$ cat src/rtl/ook_burst_generator_pkg.sv
// Shared OOK definitions: transmitter state encoding and frame geometry.
// Intended to be reused by a future OOK receiver/decoder.
package ook_pkg;

  typedef enum logic [1:0] {
    IDLE  = 2'd0,
    START = 2'd1,
    DATA  = 2'd2,
    STOP  = 2'd3
  } tx_state_t;

  localparam int FRAME_BITS = 10;
  localparam int DATA_BITS  = 8;

endpackage

$ cat src/rtl/ook_burst_generator_if.sv
// Byte handshake plus valid/data sample stream of the OOK burst generator.
// The master side offers bytes and consumes samples; the generator is the slave.
interface ook_burst_generator_if #(
  parameter int SAMPLE_DATA_WIDTH = 8
);

  logic                                tx_valid;
  logic [7:0]                          tx_data;
  logic                                tx_ready;
  logic                                axiov;
  logic signed [SAMPLE_DATA_WIDTH-1:0] axiod;
  logic                                busy;

  modport master (
    output tx_valid, tx_data,
    input  tx_ready, axiov, axiod, busy
  );

  modport slave (
    input  tx_valid, tx_data,
    output tx_ready, axiov, axiod, busy
  );

endinterface

$ cat src/rtl/ook_burst_generator_strobe.sv
// Free-running sample-rate divider; strobe is high during the terminal-count cycle.
module sample_strobe_gen #(
  parameter int CLKS_PER_SAMPLE = 4
) (
  input  logic clk,
  input  logic rst,
  output logic strobe
);

  localparam int CW = $clog2(CLKS_PER_SAMPLE);

  logic [CW-1:0] div_cnt;

  always_ff @(posedge clk or posedge rst) begin
    if (rst) begin
      div_cnt <= '0;
    end else if (div_cnt == CW'(CLKS_PER_SAMPLE - 1)) begin
      div_cnt <= '0;
    end else begin
      div_cnt <= div_cnt + 1'b1;
    end
  end

  assign strobe = (div_cnt == CW'(CLKS_PER_SAMPLE - 1));

endmodule

$ cat src/rtl/ook_burst_generator.sv
// OOK burst transmitter: serializes a byte as START, D0..D7, STOP bit periods of
// square-wave carrier (on) or silence (off), one sample per divider strobe.
module ook_burst_generator
  import ook_pkg::*;
#(
  parameter int SAMPLE_DATA_WIDTH   = 8,
  parameter int SAMPLES_PER_BIT     = 500,
  parameter int CLKS_PER_SAMPLE     = 4,
  parameter int CARRIER_HALF_PERIOD = 4,
  parameter int AMPLITUDE           = 64
) (
  input logic                  clk,
  input logic                  rst,
  ook_burst_generator_if.slave bus
);

  localparam int CNT_W = (SAMPLES_PER_BIT > 1) ? $clog2(SAMPLES_PER_BIT) : 1;
  localparam int PH_W  = (CARRIER_HALF_PERIOD > 1) ? $clog2(CARRIER_HALF_PERIOD) : 1;
  localparam int IDX_W = $clog2(DATA_BITS);
  localparam logic signed [SAMPLE_DATA_WIDTH-1:0] POS_AMP = SAMPLE_DATA_WIDTH'(AMPLITUDE);
  localparam logic signed [SAMPLE_DATA_WIDTH-1:0] NEG_AMP = -POS_AMP;

  tx_state_t                           state_q;
  tx_state_t                           state_d;
  logic                                strobe;
  logic                                accept;
  logic                                bit_done;
  logic                                carrier_on;
  logic [DATA_BITS-1:0]                shift_q;
  logic [IDX_W-1:0]                    bit_idx;
  logic [CNT_W-1:0]                    sample_cnt;
  logic [PH_W-1:0]                     ph_cnt;
  logic                                carrier_neg;
  logic signed [SAMPLE_DATA_WIDTH-1:0] sample_val;

  sample_strobe_gen #(
    .CLKS_PER_SAMPLE(CLKS_PER_SAMPLE)
  ) u_strobe (
    .clk   (clk),
    .rst   (rst),
    .strobe(strobe)
  );

  assign accept   = bus.tx_valid && (state_q == IDLE);
  assign bit_done = strobe && (sample_cnt == CNT_W'(SAMPLES_PER_BIT - 1));

  always_ff @(posedge clk or posedge rst) begin
    if (rst) begin
      state_q <= IDLE;
    end else begin
      state_q <= state_d;
    end
  end

  // Bit boundaries fall on the strobe that emits the last sample of a bit.
  always_comb begin
    state_d = state_q;
    case (state_q)
      IDLE:  if (accept) state_d = START;
      START: if (bit_done) state_d = DATA;
      DATA:  if (bit_done && (bit_idx == IDX_W'(DATA_BITS - 1))) state_d = STOP;
      STOP:  if (bit_done) state_d = IDLE;
      default: state_d = IDLE;
    endcase
  end

  always_comb begin
    bus.tx_ready = (state_q == IDLE);
    bus.busy     = (state_q != IDLE);
    carrier_on   = 1'b0;
    case (state_q)
      START:   carrier_on = 1'b1;
      DATA:    carrier_on = shift_q[0];
      default: carrier_on = 1'b0;
    endcase
    sample_val = carrier_on ? (carrier_neg ? NEG_AMP : POS_AMP) : '0;
  end

  // Carrier phase keeps running through off bits so on-bits stay phase-continuous.
  always_ff @(posedge clk or posedge rst) begin
    if (rst) begin
      bus.axiov   <= 1'b0;
      bus.axiod   <= '0;
      shift_q     <= '0;
      bit_idx     <= '0;
      sample_cnt  <= '0;
      ph_cnt      <= '0;
      carrier_neg <= 1'b0;
    end else begin
      bus.axiov <= strobe;
      if (strobe) begin
        bus.axiod <= sample_val;
      end
      if (accept) begin
        shift_q     <= bus.tx_data;
        bit_idx     <= '0;
        sample_cnt  <= '0;
        ph_cnt      <= '0;
        carrier_neg <= 1'b0;
      end else if (strobe && (state_q != IDLE)) begin
        if (ph_cnt == PH_W'(CARRIER_HALF_PERIOD - 1)) begin
          ph_cnt      <= '0;
          carrier_neg <= ~carrier_neg;
        end else begin
          ph_cnt <= ph_cnt + 1'b1;
        end
        sample_cnt <= bit_done ? '0 : sample_cnt + 1'b1;
        if (bit_done && (state_q == DATA)) begin
          shift_q <= shift_q >> 1;
          bit_idx <= bit_idx + 1'b1;
        end
      end
    end
  end

endmodule
$ cat src/flat_wrapper.sv
// flat-port wrapper written by rule: the top's interface ports become plain ports
module ook_burst_generator_flat import ook_pkg::*;
#(
  parameter int SAMPLE_DATA_WIDTH   = 8,
  parameter int SAMPLES_PER_BIT     = 500,
  parameter int CLKS_PER_SAMPLE     = 4,
  parameter int CARRIER_HALF_PERIOD = 4,
  parameter int AMPLITUDE           = 64
)
  (clk, rst, bus_tx_valid, bus_tx_data, bus_tx_ready, bus_axiov, bus_axiod, bus_busy);
  ook_burst_generator_if #(.SAMPLE_DATA_WIDTH(SAMPLE_DATA_WIDTH)) bus_i ();
  input logic clk;
  input logic rst;
  input wire logic [$bits(bus_i.tx_valid)-1:0] bus_tx_valid;
  input wire logic [$bits(bus_i.tx_data)-1:0] bus_tx_data;
  output wire logic [$bits(bus_i.tx_ready)-1:0] bus_tx_ready;
  output wire logic [$bits(bus_i.axiov)-1:0] bus_axiov;
  output wire logic [$bits(bus_i.axiod)-1:0] bus_axiod;
  output wire logic [$bits(bus_i.busy)-1:0] bus_busy;
  assign bus_i.tx_valid = bus_tx_valid;
  assign bus_i.tx_data = bus_tx_data;
  assign bus_tx_ready = bus_i.tx_ready;
  assign bus_axiov = bus_i.axiov;
  assign bus_axiod = bus_i.axiod;
  assign bus_busy = bus_i.busy;
  ook_burst_generator #(.SAMPLE_DATA_WIDTH(SAMPLE_DATA_WIDTH), .SAMPLES_PER_BIT(SAMPLES_PER_BIT), .CLKS_PER_SAMPLE(CLKS_PER_SAMPLE), .CARRIER_HALF_PERIOD(CARRIER_HALF_PERIOD), .AMPLITUDE(AMPLITUDE)) u_core (.clk(clk), .rst(rst), .bus(bus_i));
endmodule
$ cat config.mk
export PLATFORM = sky130hd
export DESIGN_NAME = ook_burst_generator_flat
export DESIGN_NICKNAME = d
export VERILOG_FILES = /design/src/rtl/ook_burst_generator_pkg.sv /design/src/rtl/ook_burst_generator_if.sv /design/src/rtl/ook_burst_generator_strobe.sv /design/src/rtl/ook_burst_generator.sv /design/src/flat_wrapper.sv
export SDC_FILE = /design/constraint.sdc
export NUM_CORES = 1
export LEC_CHECK = 0
export BUFFER_PORTS_ARGS = -buffer_cell sky130_fd_sc_hd__clkbuf_2
export CAP_MARGIN = 20
export CORE_UTILIZATION = 56
export CTS_BUF_LIST = sky130_fd_sc_hd__clkbuf_4 sky130_fd_sc_hd__clkbuf_8 sky130_fd_sc_hd__clkbuf_16
export CTS_CLUSTER_DIAMETER = 50
export CTS_CLUSTER_SIZE = 14
export DETAILED_ROUTE_END_ITERATION = 8
export GPL_TIMING_DRIVEN = 0
export MAX_ROUTING_LAYER = met4
export PLACE_DENSITY = 0.87
export SLEW_MARGIN = 30
export SYNTH_ARGS = -nofsm -noshare
export SYNTH_HDL_FRONTEND = slang
export SYNTH_SLANG_ARGS = --single-unit
export TNS_END_PERCENT = 5
$ cat constraint.sdc
create_clock -name clk -period 2.2 [get_ports clk]
set_clock_uncertainty 0.1 [all_clocks]
set_input_delay 0.22 -clock clk [delete_from_list [all_inputs] [get_ports clk]]
set_output_delay 0.22 -clock clk [all_outputs]
set_load 0.01 [all_outputs]
==> results of run 1 <==
[worst min path at each step]
stage                                     from                         end  slack (ps)  depth (start not counted)
finish                          bus_tx_data[1]           u_core.shift_q[1]          30                          3
CTS                             bus_tx_data[1]           u_core.shift_q[1]          10                          3
global placement    u_core.u_strobe.div_cnt[0]  u_core.u_strobe.div_cnt[0]         320                          1
detailed placement                         rst           u_core.shift_q[7]         220                          2
global route                    bus_tx_data[1]           u_core.shift_q[1]           5                          3
floorplan                                  rst           u_core.bit_idx[0]         210                          1
[sequential cells by signal (all words and copies together), names as in the netlist]
signal / count
u_core.bit_idx: 3
u_core.bus.axiod: 2
u_core.bus.axiov: 1
u_core.carrier_neg: 1
u_core.ph_cnt: 2
u_core.sample_cnt: 9
u_core.shift_q: 8
u_core.state_q: 2
u_core.u_strobe.div_cnt: 2
[worst reg2reg max path, cell delays in order (launching register included)]
cell	delay, ps
dfrtp_1	420
inv_1	150
ha_1	290
and2_1	220
buf_2	220
clkbuf_1	350
nand2_1	100
o31ai_1	80
[placed cells by master, fill, tap and decap left out, drive strengths merged, types with 3 or more instances in the layout]
| master | count |
|---|---|
| dfrtp | 30 |
| clkbuf | 22 |
| o21ai | 15 |
| nand2 | 14 |
| nor2 | 10 |
| mux2i | 10 |
| ha | 10 |
| buf | 9 |
| dlygate4sd3 | 8 |
| a21oi | 7 |
| inv | 7 |
| conb | 6 |
| a31oi | 5 |
| nor3 | 3 |
| nor2b | 3 |
| a22o | 3 |
[cell type report]
type,count,share of cell area
sequential,30,0.402
clock inverter,2,0.00669
inverter,7,0.0141
clock buffer,6,0.0274
multi-input combinational,112,0.405
timing repair buffer,23,0.0830
tap,30,0.0201
buffer,10,0.0422
[kinds of logic (layout without fill, tap and decap cells)]
| group | count (synthesis) | after routing |
|---|---|---|
| other | 1 | 6 |
| XOR/XNOR | 1 | 1 |
| adder cells (fa/ha/maj) | 10 | 10 |
| multiplexers | 12 | 12 |
| buffers and inverters | 17 | 48 |
| flip-flops | 30 | 30 |
| AND/OR/NAND/NOR | 44 | 44 |
| AO/OA/AOI/OAI | 39 | 39 |
[routing by layer]
layer  vias to the layer above  track usage  wire [um]  share of wire
met5                         -            -          0              0
met4                         0       0.0893         59          0.020
met3                         7       0.0820        136          0.046
met2                        39        0.375       1440           0.49
met1                       606        0.261       1330           0.45
li1                        600            -          -              -
[power breakdown]
part | internal (mW) | switching (mW) | leakage (nW)
clock | 0.153 | 0.192 | 0.0343
combinational | 0.314 | 0.354 | 0.472
sequential | 0.724 | 0.140 | 0.389
total | 1.19 | 0.686 | 0.895
==> Implementation_results.wiki, run 1 <==
{| class="wikitable"
! Metric !! Value
|-
| Result of the run || complete, no violations
|-
| Area share of the largest cell type after synthesis || 0.471
|-
| Clk Latency, worst-skew pair || about 330 ps
|-
| Post-synthesis register bit count || 30
|-
| Number of cells on the worst reg-to-reg path || 7
|-
| Actual transition at the worst max-transition pin || approximately 600 ps
|-
| Library cells used by synthesis || 38
|-
| Setup violations, final || 0
|-
| Overall overflow remaining after global route || 0
|-
| Combinational family with the most area after synthesis || compound AO/OA/AOI/OAI gates
|-
| Setup Slack @ Placement || 189 ps
|-
| Instance count of the mapped netlist || around 150
|-
| DRC || 0
|-
| Critical path buffers and inverters || 3
|-
| Signal arrival time at the worst endpoint || around 2200 ps
|-
| Share of synthesized cell area in and, or, nand and nor gates || 0.145
|-
| Overall die width || 55.4 um
|-
| Tightest hold margin || around 25 ps
|-
| Critical Path Sink || u_core.shift_q[7]
|-
| Highest clock rate || 490 MHz
|-
| Synth-to-Final Area Change || 17.3%
|-
| Top cell types by occurrence after synthesis || dfrtp_1, nand2_1, ha_1, mux2i_1, nor2_1
|-
| Most frequent cell after synthesis || dfrtp_1
|-
| CTS-repair resized insts || 0
|-
| Top post-synthesis cells by area || dfrtp_1, ha_1, mux2i_1
|-
| Total placed instance area || 1730 sq um
|-
| Die area || approximately 3000 sq um
|-
| TritonCTS sink count || 30
|-
| CP endpoint kind || flop
|-
| Number of nets in the final layout || 210
|-
| Starting DRC count in detailed routing || 60
|-
| Buffer depth of the longest clock path || 2
|-
| Maximum ir drop on the vdd rail || 685 uV
|-
| Share of post-route cells with drive strength above 1 || 0.232
|-
| Fraction of synthesized area in multiplexers || 0.0793
|-
| Complex-gate fraction of the synthesized area || 0.152
|-
| Layout fillers || about 180
|-
| Cell Area, Synth || ~1600 sq um
|-
| Hold WC Path Type || primary input to flop
|-
| Slack of the worst reg-to-reg path || between 150 and 200 ps
|-
| Unrepaired setup endpoints after global routing || no
|-
| Aggregate global-route resource usage || 0.231
|-
| Count of hold-fix buffers inserted at cts || 8
|-
| Clock tree root buffer cell || clkbuf_4
|-
| Final instance count without filler cells || between 200 and 250
|-
| Post-synth ARST share || 1.00
|-
| Core area || between 2000 and 3000 sq um
|-
| Worst r2r src || u_core.state_q[0]
|-
| Setup TNS || 0 ps
|-
| Leakage Power || slightly below 0.9 nW
|-
| Final core utilization || 0.722
|-
| Post-route design area || 1870 sq um
|-
| Number of optimization iterations in the first detailed-route pass || 4
|-
| Depth of the critical timing path with buffers and inverters included || 7
|-
| Multi-input gate area in the final layout || roughly 760 sq um
|-
| TritonCTS buffer count || 5
|-
| Series of cell instances along the critical path || inv_1, ha_1, and2_1, buf_2, clkbuf_1, nand2_1, o31ai_1
|-
| Largest stage delay, worst path || approximately 420 ps
|-
| Cell Count Post-Placement || 204
|-
| Count of buffers added by post-CTS timing repair for setup || 0
|-
| Number of nets with antenna violations after routing || 0
|-
| Crit path max-delay cell type || dfrtp_1
|-
| Average routed wire per standard cell || 13.5 um
|-
| Number of warning messages in the yosys log || 0
|-
| Share of the clock period used by the worst path || 0.928
|-
| Clock-pin slew on the worst setup and hold paths || about 100 ps
|-
| Start-to-end type of the worst setup path || flop to flop
|-
| Slew Viols, Final || 0
|-
| Most used DFF post-synth || dfrtp_1
|-
| Row Count || 18
|-
| Setup crit start || u_core.state_q[0]
|-
| Total wire length || roughly 3000 um
|-
| RR Endpoint || u_core.shift_q[7]
|-
| Htree depth || 2
|-
| Area leader, netlist || dfrtp_1
|-
| Per-cell via count in the routed design || about 5.7
|-
| Adder-cell share of the synthesized area || 0.0785
|-
| GPL Wtd Cong || approximately 0.91
|-
| Chip height || between 50 and 60 um
|-
| Number of buffers added on ports || 15
|-
| Shortest clock period the worst path allows after layout || between 2000 and 2500 ps
|-
| Wire length of the first global-routing pass || 5380 um
|-
| Sort of element at the start of the critical path || flop
|-
| Clock tree from TritonCTS || yes
|-
| Antenna diode instance count || 0
|-
| Fraction of synthesized cell area in xor and xnor cells || 0.00549
|-
| HPWL reported at the end of detailed placement || between 2000 and 2500 um
|-
| Maximum fanout encountered on the critical timing path || 10
|-
| Number of enable-type register cells in the synthesized netlist || 0
|-
| PwrDens || roughly 1000 nW/um^2
|-
| Avg Inst Size Synth || just over 10 sq um
|-
| Initial core utilization || 0.615
|-
| Seq. cell area || ~750 sq um
|-
| Max transition margin || 0.599
|-
| Pin count of the biggest net entering global routing || 31
|-
| CP delay by family, top || buffers and inverters
|-
| Final Hold Vio Count || 0
|-
| Fraction of the yosys area taken by sequential cells || 0.471
|-
| CP Data Required Time || 2330 ps
|-
| Total via count after detailed routing || about 1300
|-
| Antenna violations before repair || 0
|-
| PnR worst setup slack || approximately 160 ps
|-
| Total of max-cap violations || 0
|-
| I/O Pins || 22
|-
| Power after layout || around 1.9 mW
|-
| Number of global-route vias before repair || around 1300
|}
Power figures use the tool's default switching activity.
==> run 2, diff against run 1 <==
HOLD_SLACK_MARGIN = 0.05   (was default)
SYNTH_HIERARCHICAL = 1   (was default)
==> run 2 against run 1 <==
Global-route usage is 0.39 points lower. First-iteration DRC count is 52% lower. Critical path depth shrank 2. Sequential share of layout area fell by 1.3 points. Cell area is 3.3% higher. Synthesized area is 0.16% higher. Routed wire length is 1.1% higher. Clock-buffer cell count rose by 1. Critical path type unchanged. Die area is 0.16% higher.
==> Implementation_results.wiki, run 2 <==
{| class="wikitable"
! Metric !! Value
|-
| Number of enable-type register cells in the synthesized netlist || 0 (unchanged)
|-
| Post-synthesis register bit count || 30 (unchanged)
|-
| Pin count of the biggest net entering global routing || 29 (-6.5%)
|-
| Library cells used by synthesis || 42 (+11%)
|-
| Avg Inst Size Synth || 10.4 sq um (+0.16%)
|-
| Starting DRC count in detailed routing || 29 (-52%)
|-
| CP delay by family, top || simple AND/OR/NAND/NOR gates
|-
| Top cell types by occurrence after synthesis || dfrtp_1, nand2_1, ha_1, inv_1, o21ai_1
|-
| Maximum ir drop on the vdd rail || 587 uV (-14%)
|-
| Highest clock rate || 469 MHz (-4.3%)
|-
| Number of buffers added on ports || 15 (unchanged)
|-
| Synth-to-Final Area Change || 20.9%
|-
| Global route hottest layer || met2
|-
| Antenna violations before repair || 0 (unchanged)
|-
| Core area || 2590 sq um (unchanged)
|-
| PwrDens || 494 nW/um^2 (-51%)
|-
| Share of post-route cells with drive strength above 1 || 0.253 (+0.0210)
|-
| Initial core utilization || 0.616 (+0.000966)
|-
| Critical path buffers and inverters || 1 (-2)
|-
| Clock tree root buffer cell || clkbuf_4
|-
| Slew Viols, Final || 0 (unchanged)
|-
| Series of cell instances along the critical path || buf_4, ha_1, or4_4, a221oi_4, mux2_1
|-
| Most used DFF post-synth || dfrtp_1
|-
| Fraction of the yosys area taken by sequential cells || 0.470 (-0.000738)
|-
| Most flop-heavy register || u_core/sample_cnt
|-
| Registers with the most flip-flops || u_core/sample_cnt x9, u_core/shift_q x8, u_core/bit_idx x3
|-
| TritonCTS sink count || 30 (unchanged)
|-
| Htree depth || 2 (unchanged)
|-
| Clock tree from TritonCTS || yes
|-
| HPWL reported at the end of detailed placement || 2010 um (-5.2%)
|-
| Setup violations, final || 0 (unchanged)
|-
| Start-to-end type of the worst setup path || flop to flop
|-
| Signal arrival time at the worst endpoint || 2250 ps (+80 ps)
|-
| Wire length of the first global-routing pass || 5190 um (-3.6%)
|-
| I/O Pins || 22 (unchanged)
|-
| Final Hold Vio Count || 0 (unchanged)
|-
| Met2 routing resource usage after global routing || 0.358 (-0.0172)
|-
| Hold WC Path Type || primary input to flop
|-
| Overall die width || 55.4 um (about the same)
|-
| Per-cell via count in the routed design || 5.50 (-3.3%)
|-
| Total via count after detailed routing || 1233 (-1.5%)
|-
| Number of nets in the final layout || 214 (+1.9%)
|-
| Top post-synthesis cells by area || dfrtp_1, ha_1, mux2i_1
|-
| Tightest hold margin || 142 ps (+116 ps)
|-
| Most frequent cell after synthesis || dfrtp_1
|-
| Met3 track demand over resource in global routing || 0.0773 (-0.00468)
|-
| Die area || 3070 sq um (+0.16%)
|-
| CP endpoint kind || flop
|-
| Max transition margin || 0.624 (+0.0259)
|-
| Instance count of the mapped netlist || 154 (unchanged)
|-
| Antenna diode instance count || 0 (unchanged)
|-
| GPL Wtd Cong || 0.843 (-6.9%)
|-
| Row Count || 18 (unchanged)
|-
| Flip-flop count of the largest register, all copies and words added || 9 (unchanged)
|-
| TritonCTS buffer count || 5 (unchanged)
|-
| Most common cell after layout, fill and taps aside || dfrtp_1
|-
| Overall overflow remaining after global route || 0 (unchanged)
|-
| Area share of the largest cell type after synthesis || 0.470 (-0.000738)
|-
| Leakage Power || 0.906 nW (+1.3%)
|-
| Crit path max-delay cell type || or4_4
|-
| Power after layout || 0.954 mW (-49%)
|-
| CP Data Required Time || 2320 ps (about the same)
|-
| Final instance count without filler cells || 224 (+1.8%)
|-
| Buffer depth of the longest clock path || 2 (unchanged)
|-
| Sort of element at the start of the critical path || flop
|-
| Cell Count Post-Placement || 204 (unchanged)
|-
| Share of the clock period used by the worst path || 0.970 (+0.0414)
|-
| Most used cells in the layout excluding fill and tap cells || dfrtp_1, nand2_1, clkbuf_2
|-
| Total of max-cap violations || 0 (unchanged)
|-
| Clk Latency, worst-skew pair || 330 ps (about the same)
|-
| Clock-pin slew on the worst setup and hold paths || 90 ps (about the same)
|-
| Average routed wire per standard cell || 13.4 um (-0.70%)
|-
| Cell Area, Synth || 1600 sq um (+0.16%)
|-
| Number of global-route vias before repair || 1164 (-8.8%)
|-
| Number of warning messages in the yosys log || 6 (+6)
|-
| GRT met1 Usage || 0.259 (-0.00222)
|-
| Total wire length || 3010 um (+1.1%)
|-
| Post-synth ARST share || 1.00 (unchanged)
|-
| Chip height || 55.4 um (about the same)
|-
| Actual transition at the worst max-transition pin || 563 ps (-38.9 ps)
|-
| DRC || 0 (unchanged)
|-
| Number of nets with antenna violations after routing || 0 (unchanged)
|-
| Area leader, netlist || dfrtp_1
|-
| Number of optimization iterations in the first detailed-route pass || 4 (unchanged)
|-
| Result of the run || complete, no violations
|-
| Aggregate global-route resource usage || 0.227 (-0.00394)
|-
| Largest stage delay, worst path || 550 ps (+130 ps)
|-
| Maximum fanout encountered on the critical timing path || 3 (-7)
|-
| Shortest clock period the worst path allows after layout || 2130 ps (+91.1 ps)
|}
run 2: through the flow:
stage          cell area (sq um)   util  setup WS [ps]  setup TNS (ps)
3_3_place_gp                1730  0.667           11.0               0
6_report                    1930  0.745           66.6               0
2_1_floorplan               1620      -           74.6               0
3_5_place_dp                1730  0.667          -43.8           -43.8
5_1_grt                     1930  0.745          -9.70           -9.70
4_1_cts                     1880  0.728           14.1               0
run 2: tightest hold or removal path, stage by stage:
cell and delay (ps):
clkbuf_2 130, nor2b_4 60, nand2_1 60, o21ai_0 70
run 2: final cells by class:
class	instances	area (sq um)
inverters	10	37.5
multi-input cells	108	777
clock inverters	1	5.00
flip-flops and latches	30	751
repair buffers	27	188
clock buffers	7	58.8
plain buffers	11	76.3
well taps	30	37.5
fillers	156	659
run 2: cells by family (layout without fill, tap and decap cells):
group,Yosys count,count (layout),share of synthesized area
simple gates,46,46,0.160
fa+ha+maj,10,10,0.0784
buf+inv,21,56,0.0713
compound gates,31,31,0.125
flops,30,30,0.470
other cells,1,6,0.00235
mux,11,11,0.0713
xor+xnor,4,4,0.0219
run 2: per-layer routing:
layer,share of wire,vias up
met5,0,-
li1,-,604
met1,0.42,564
met4,0.029,0
met2,0.49,51
met3,0.053,14
run 2: what timing repair did:
| item | in CTS | in global routing |
|---|---|---|
| resized for setup | 1 | 3 |
| cloned | 0 | 0 |
| endpoints found under the hold margin | 38 | 0 |
| pin swaps | 0 | 0 |
| hold buffers | 9 | 0 |
| endpoints found under the setup margin | 1 | 4 |
| buffers inserted | 0 | 3 |
run 2: worst paths after layout:
path                       cells past startpoint  slack [ps]                    endpoint                        from
max in group asynchronous                      3        1240           u_core/shift_q[6]                         rst
max reg2reg                                    5          70           u_core/state_q[1]           u_core/state_q[0]
max                                            5          70           u_core/state_q[1]           u_core/state_q[0]
min in group asynchronous                      3         190  u_core/u_strobe/div_cnt[0]                         rst
min reg2reg                                    1         340  u_core/u_strobe/div_cnt[0]  u_core/u_strobe/div_cnt[0]
min                                            4         140          u_core/carrier_neg                bus_tx_valid
run 2: power breakdown:
| group | total, mW | internal (mW) | switching (mW) |
|---|---|---|---|
| Clock | 0.357 | 0.167 | 0.190 |
| Sequential | 0.551 | 0.551 | 0 |
| Combinational | 0.0460 | 0.0239 | 0.0221 |
==> run 3, diff against run 2 <==
SYNTH_HIERARCHICAL = default   (was 1)
==> run 3 against run 2 <==
Cell area decreased by 2.7%. Clock power down 3%. Fmax increased by 4.3%. Critical path depth is 2 higher. Global-route usage is 0.29 points higher. Register-to-register slack improved by 90 ps. Die area fell by 0.16%. First-iteration DRC count increased by 120%. Sequential power rose by 57%. Setup slack gained 88 ps. Largest power group unchanged.
==> Implementation_results.wiki, run 3 (same netlist as run 1, synthesis figures left out) <==
{| class="wikitable"
! Metric !! Value
|-
| Clock-pin slew on the worst setup and hold paths || 100 ps (about the same)
|-
| Maximum ir drop on the vdd rail || 711 uV (+21%)
|-
| Average routed wire per standard cell || 13.6 um (+1.4%)
|-
| Sort of element at the start of the critical path || flop
|-
| Share of post-route cells with drive strength above 1 || 0.230 (-0.0222)
|-
| Clock tree from TritonCTS || yes
|-
| Per-cell via count in the routed design || 5.64 (+2.5%)
|-
| Wire length of the first global-routing pass || 5350 um (+3.1%)
|-
| Total placed instance area || 1730 sq um (-0.15%)
|-
| Layout fillers || 178 (+14%)
|-
| DRC || 0 (unchanged)
|-
| Actual transition at the worst max-transition pin || 602 ps (+39.4 ps)
|-
| Final instance count without filler cells || 221 (-1.3%)
|-
| Critical path buffers and inverters || 3 (+2)
|-
| Setup violations, final || 0 (unchanged)
|-
| Overall die width || 55.4 um (about the same)
|-
| Pin count of the biggest net entering global routing || 31 (+6.9%)
|-
| Die area || 3060 sq um (-0.16%)
|-
| CP delay by family, top || buffers and inverters
|-
| Chip height || 55.4 um (about the same)
|-
| I/O Pins || 22 (unchanged)
|-
| Unrepaired setup endpoints after global routing || no
|-
| Final Hold Vio Count || 0 (unchanged)
|-
| Most common cell after layout, fill and taps aside || dfrtp_1
|-
| Row Count || 18 (unchanged)
|-
| Slew Viols, Final || 0 (unchanged)
|-
| Cell Count Post-Placement || 204 (unchanged)
|-
| Result of the run || complete, no violations
|-
| Registers with the most flip-flops || u_core.sample_cnt x9, u_core.shift_q x8, u_core.bit_idx x3
|-
| Core area || 2590 sq um (unchanged)
|-
| Total wire length || 3010 um (about the same)
|-
| Shortest clock period the worst path allows after layout || 2050 ps (-87.5 ps)
|-
| Htree depth || 2 (unchanged)
|-
| Overall overflow remaining after global route || 0 (unchanged)
|-
| Clock tree root buffer cell || clkbuf_4
|-
| TritonCTS buffer count || 5 (unchanged)
|-
| Total of max-cap violations || 0 (unchanged)
|-
| Aggregate global-route resource usage || 0.230 (+0.00291)
|-
| Initial core utilization || 0.615 (-0.000966)
|-
| Most flop-heavy register || u_core.sample_cnt
|-
| Leakage Power || 0.899 nW (-0.82%)
|-
| Series of cell instances along the critical path || inv_1, ha_1, and2_1, buf_2, clkbuf_1, nand2_1, o31ai_1
|-
| Flip-flop count of the largest register, all copies and words added || 9 (unchanged)
|-
| CP endpoint kind || flop
|-
| Depth of the critical timing path with buffers and inverters included || 7 (+2)
|-
| Share of the clock period used by the worst path || 0.930 (-0.0398)
|-
| Starting DRC count in detailed routing || 64 (+120%)
|-
| Number of cells on the worst reg-to-reg path || 7 (+2)
|-
| Maximum fanout encountered on the critical timing path || 10 (+7)
|-
| Max transition margin || 0.598 (-0.0263)
|-
| Post-route design area || 1880 sq um (-2.7%)
|-
| Number of global-route vias before repair || 1268 (+8.9%)
|-
| Buffer depth of the longest clock path || 2 (unchanged)
|-
| Antenna diode instance count || 0 (unchanged)
|-
| Number of nets with antenna violations after routing || 0 (unchanged)
|-
| WHS Path Cells || 3 (-1)
|-
| Total via count after detailed routing || 1247 (+1.1%)
|-
| Largest stage delay, worst path || 420 ps (-130 ps)
|-
| Number of optimization iterations in the first detailed-route pass || 4 (unchanged)
|-
| Signal arrival time at the worst endpoint || 2180 ps (-70 ps)
|-
| GPL Wtd Cong || 0.905 (+7.4%)
|-
| TritonCTS sink count || 30 (unchanged)
|-
| Highest clock rate || 489 MHz (+4.3%)
|-
| Most used cells in the layout excluding fill and tap cells || dfrtp_1, clkbuf_2, nand2_1
|-
| Start-to-end type of the worst setup path || flop to flop
|-
| HPWL reported at the end of detailed placement || 2120 um (+5.4%)
|-
| Antenna violations before repair || 0 (unchanged)
|-
| Synth-to-Final Area Change || 17.9%
|-
| Power after layout || 1.88 mW (+97%)
|-
| Final core utilization || 0.726 (-0.0198)
|-
| Number of nets in the final layout || 211 (-1.4%)
|-
| Clk Latency, worst-skew pair || 330 ps (about the same)
|-
| PwrDens || 1000 nW/um^2 (+100%)
|-
| Setup TNS || 0 ps (unchanged)
|-
| CP Data Required Time || 2330 ps (about the same)
|-
| Crit path max-delay cell type || dfrtp_1
|-
| Number of buffers added on ports || 15 (unchanged)
|-
| Hold WC Path Type || primary input to flop
|}
## run 3: changes by cell type in the layout (fill, tap and decap cells not counted), sizes merged, moves of 3 or more
| cell | delta |
|---|---|
| nand3 | -5 |
| nor2 | +6 |
| nand2 | -6 |
| buf | -4 |
| inv | -3 |
## run 3: power breakdown
group          total [mW]  internal [mW]  switching (mW)
Combinational       0.669          0.315           0.354
Clock               0.346          0.153           0.193
Sequential          0.864          0.724           0.140
Total                1.88           1.19           0.687
## run 3: through the flow
stage                     hold slack, ps  setup slack [ps]
after floorplan                      211               398
after global placement               316               304
after detailed placement             223               189
after CTS                            113               147
after global routing                 126              35.6
final                                123               154
## run 3: path summary, 6_finish.rpt
check,startpoint,to,slack (ps)
setup / recovery,u_core.state_q[0],u_core.shift_q[7],150
hold / removal,bus_tx_valid,u_core.sample_cnt[7],120
setup reg to reg,u_core.state_q[0],u_core.shift_q[7],150
hold reg to reg,u_core.u_strobe.div_cnt[0],u_core.u_strobe.div_cnt[0],340
max in group asynchronous,rst,u_core.sample_cnt[4],1210
min in group asynchronous,rst,u_core.ph_cnt[1],390
## run 3: final cells by class
cell class | instances | area, sq um | share of cell area
clock buffer | 6 | 51.3 | 0.0273
timing repair buffer | 24 | 165 | 0.0879
multi-input combinational | 112 | 757 | 0.403
tap | 30 | 37.5 | 0.0200
sequential | 30 | 751 | 0.399
clock inverter | 2 | 12.5 | 0.00666
buffer | 10 | 78.8 | 0.0419
inverter | 7 | 26.3 | 0.0140
## run 3: timing repair
item / CTS / global route
hold endpoints to repair: 38 / 0
hold buffers: 9 / 0
resized for setup: 0 / 0
setup buffers: 0 / 0
## run 3: routing by layer
layer	vias up	global-route usage	part of all wire
li1	601	-	-
met1	604	0.257	0.44
met2	34	0.377	0.49
met3	8	0.0820	0.047
met4	0	0.0893	0.020
met5	-	-	0
## run 3: tightest hold or removal path: cells and delay by family
| kind | cells | cell delay (ps) |
|---|---|---|
| buffers and inverters | 1 | 100 |
| AOI/OAI and AO/OA | 2 | 190 |
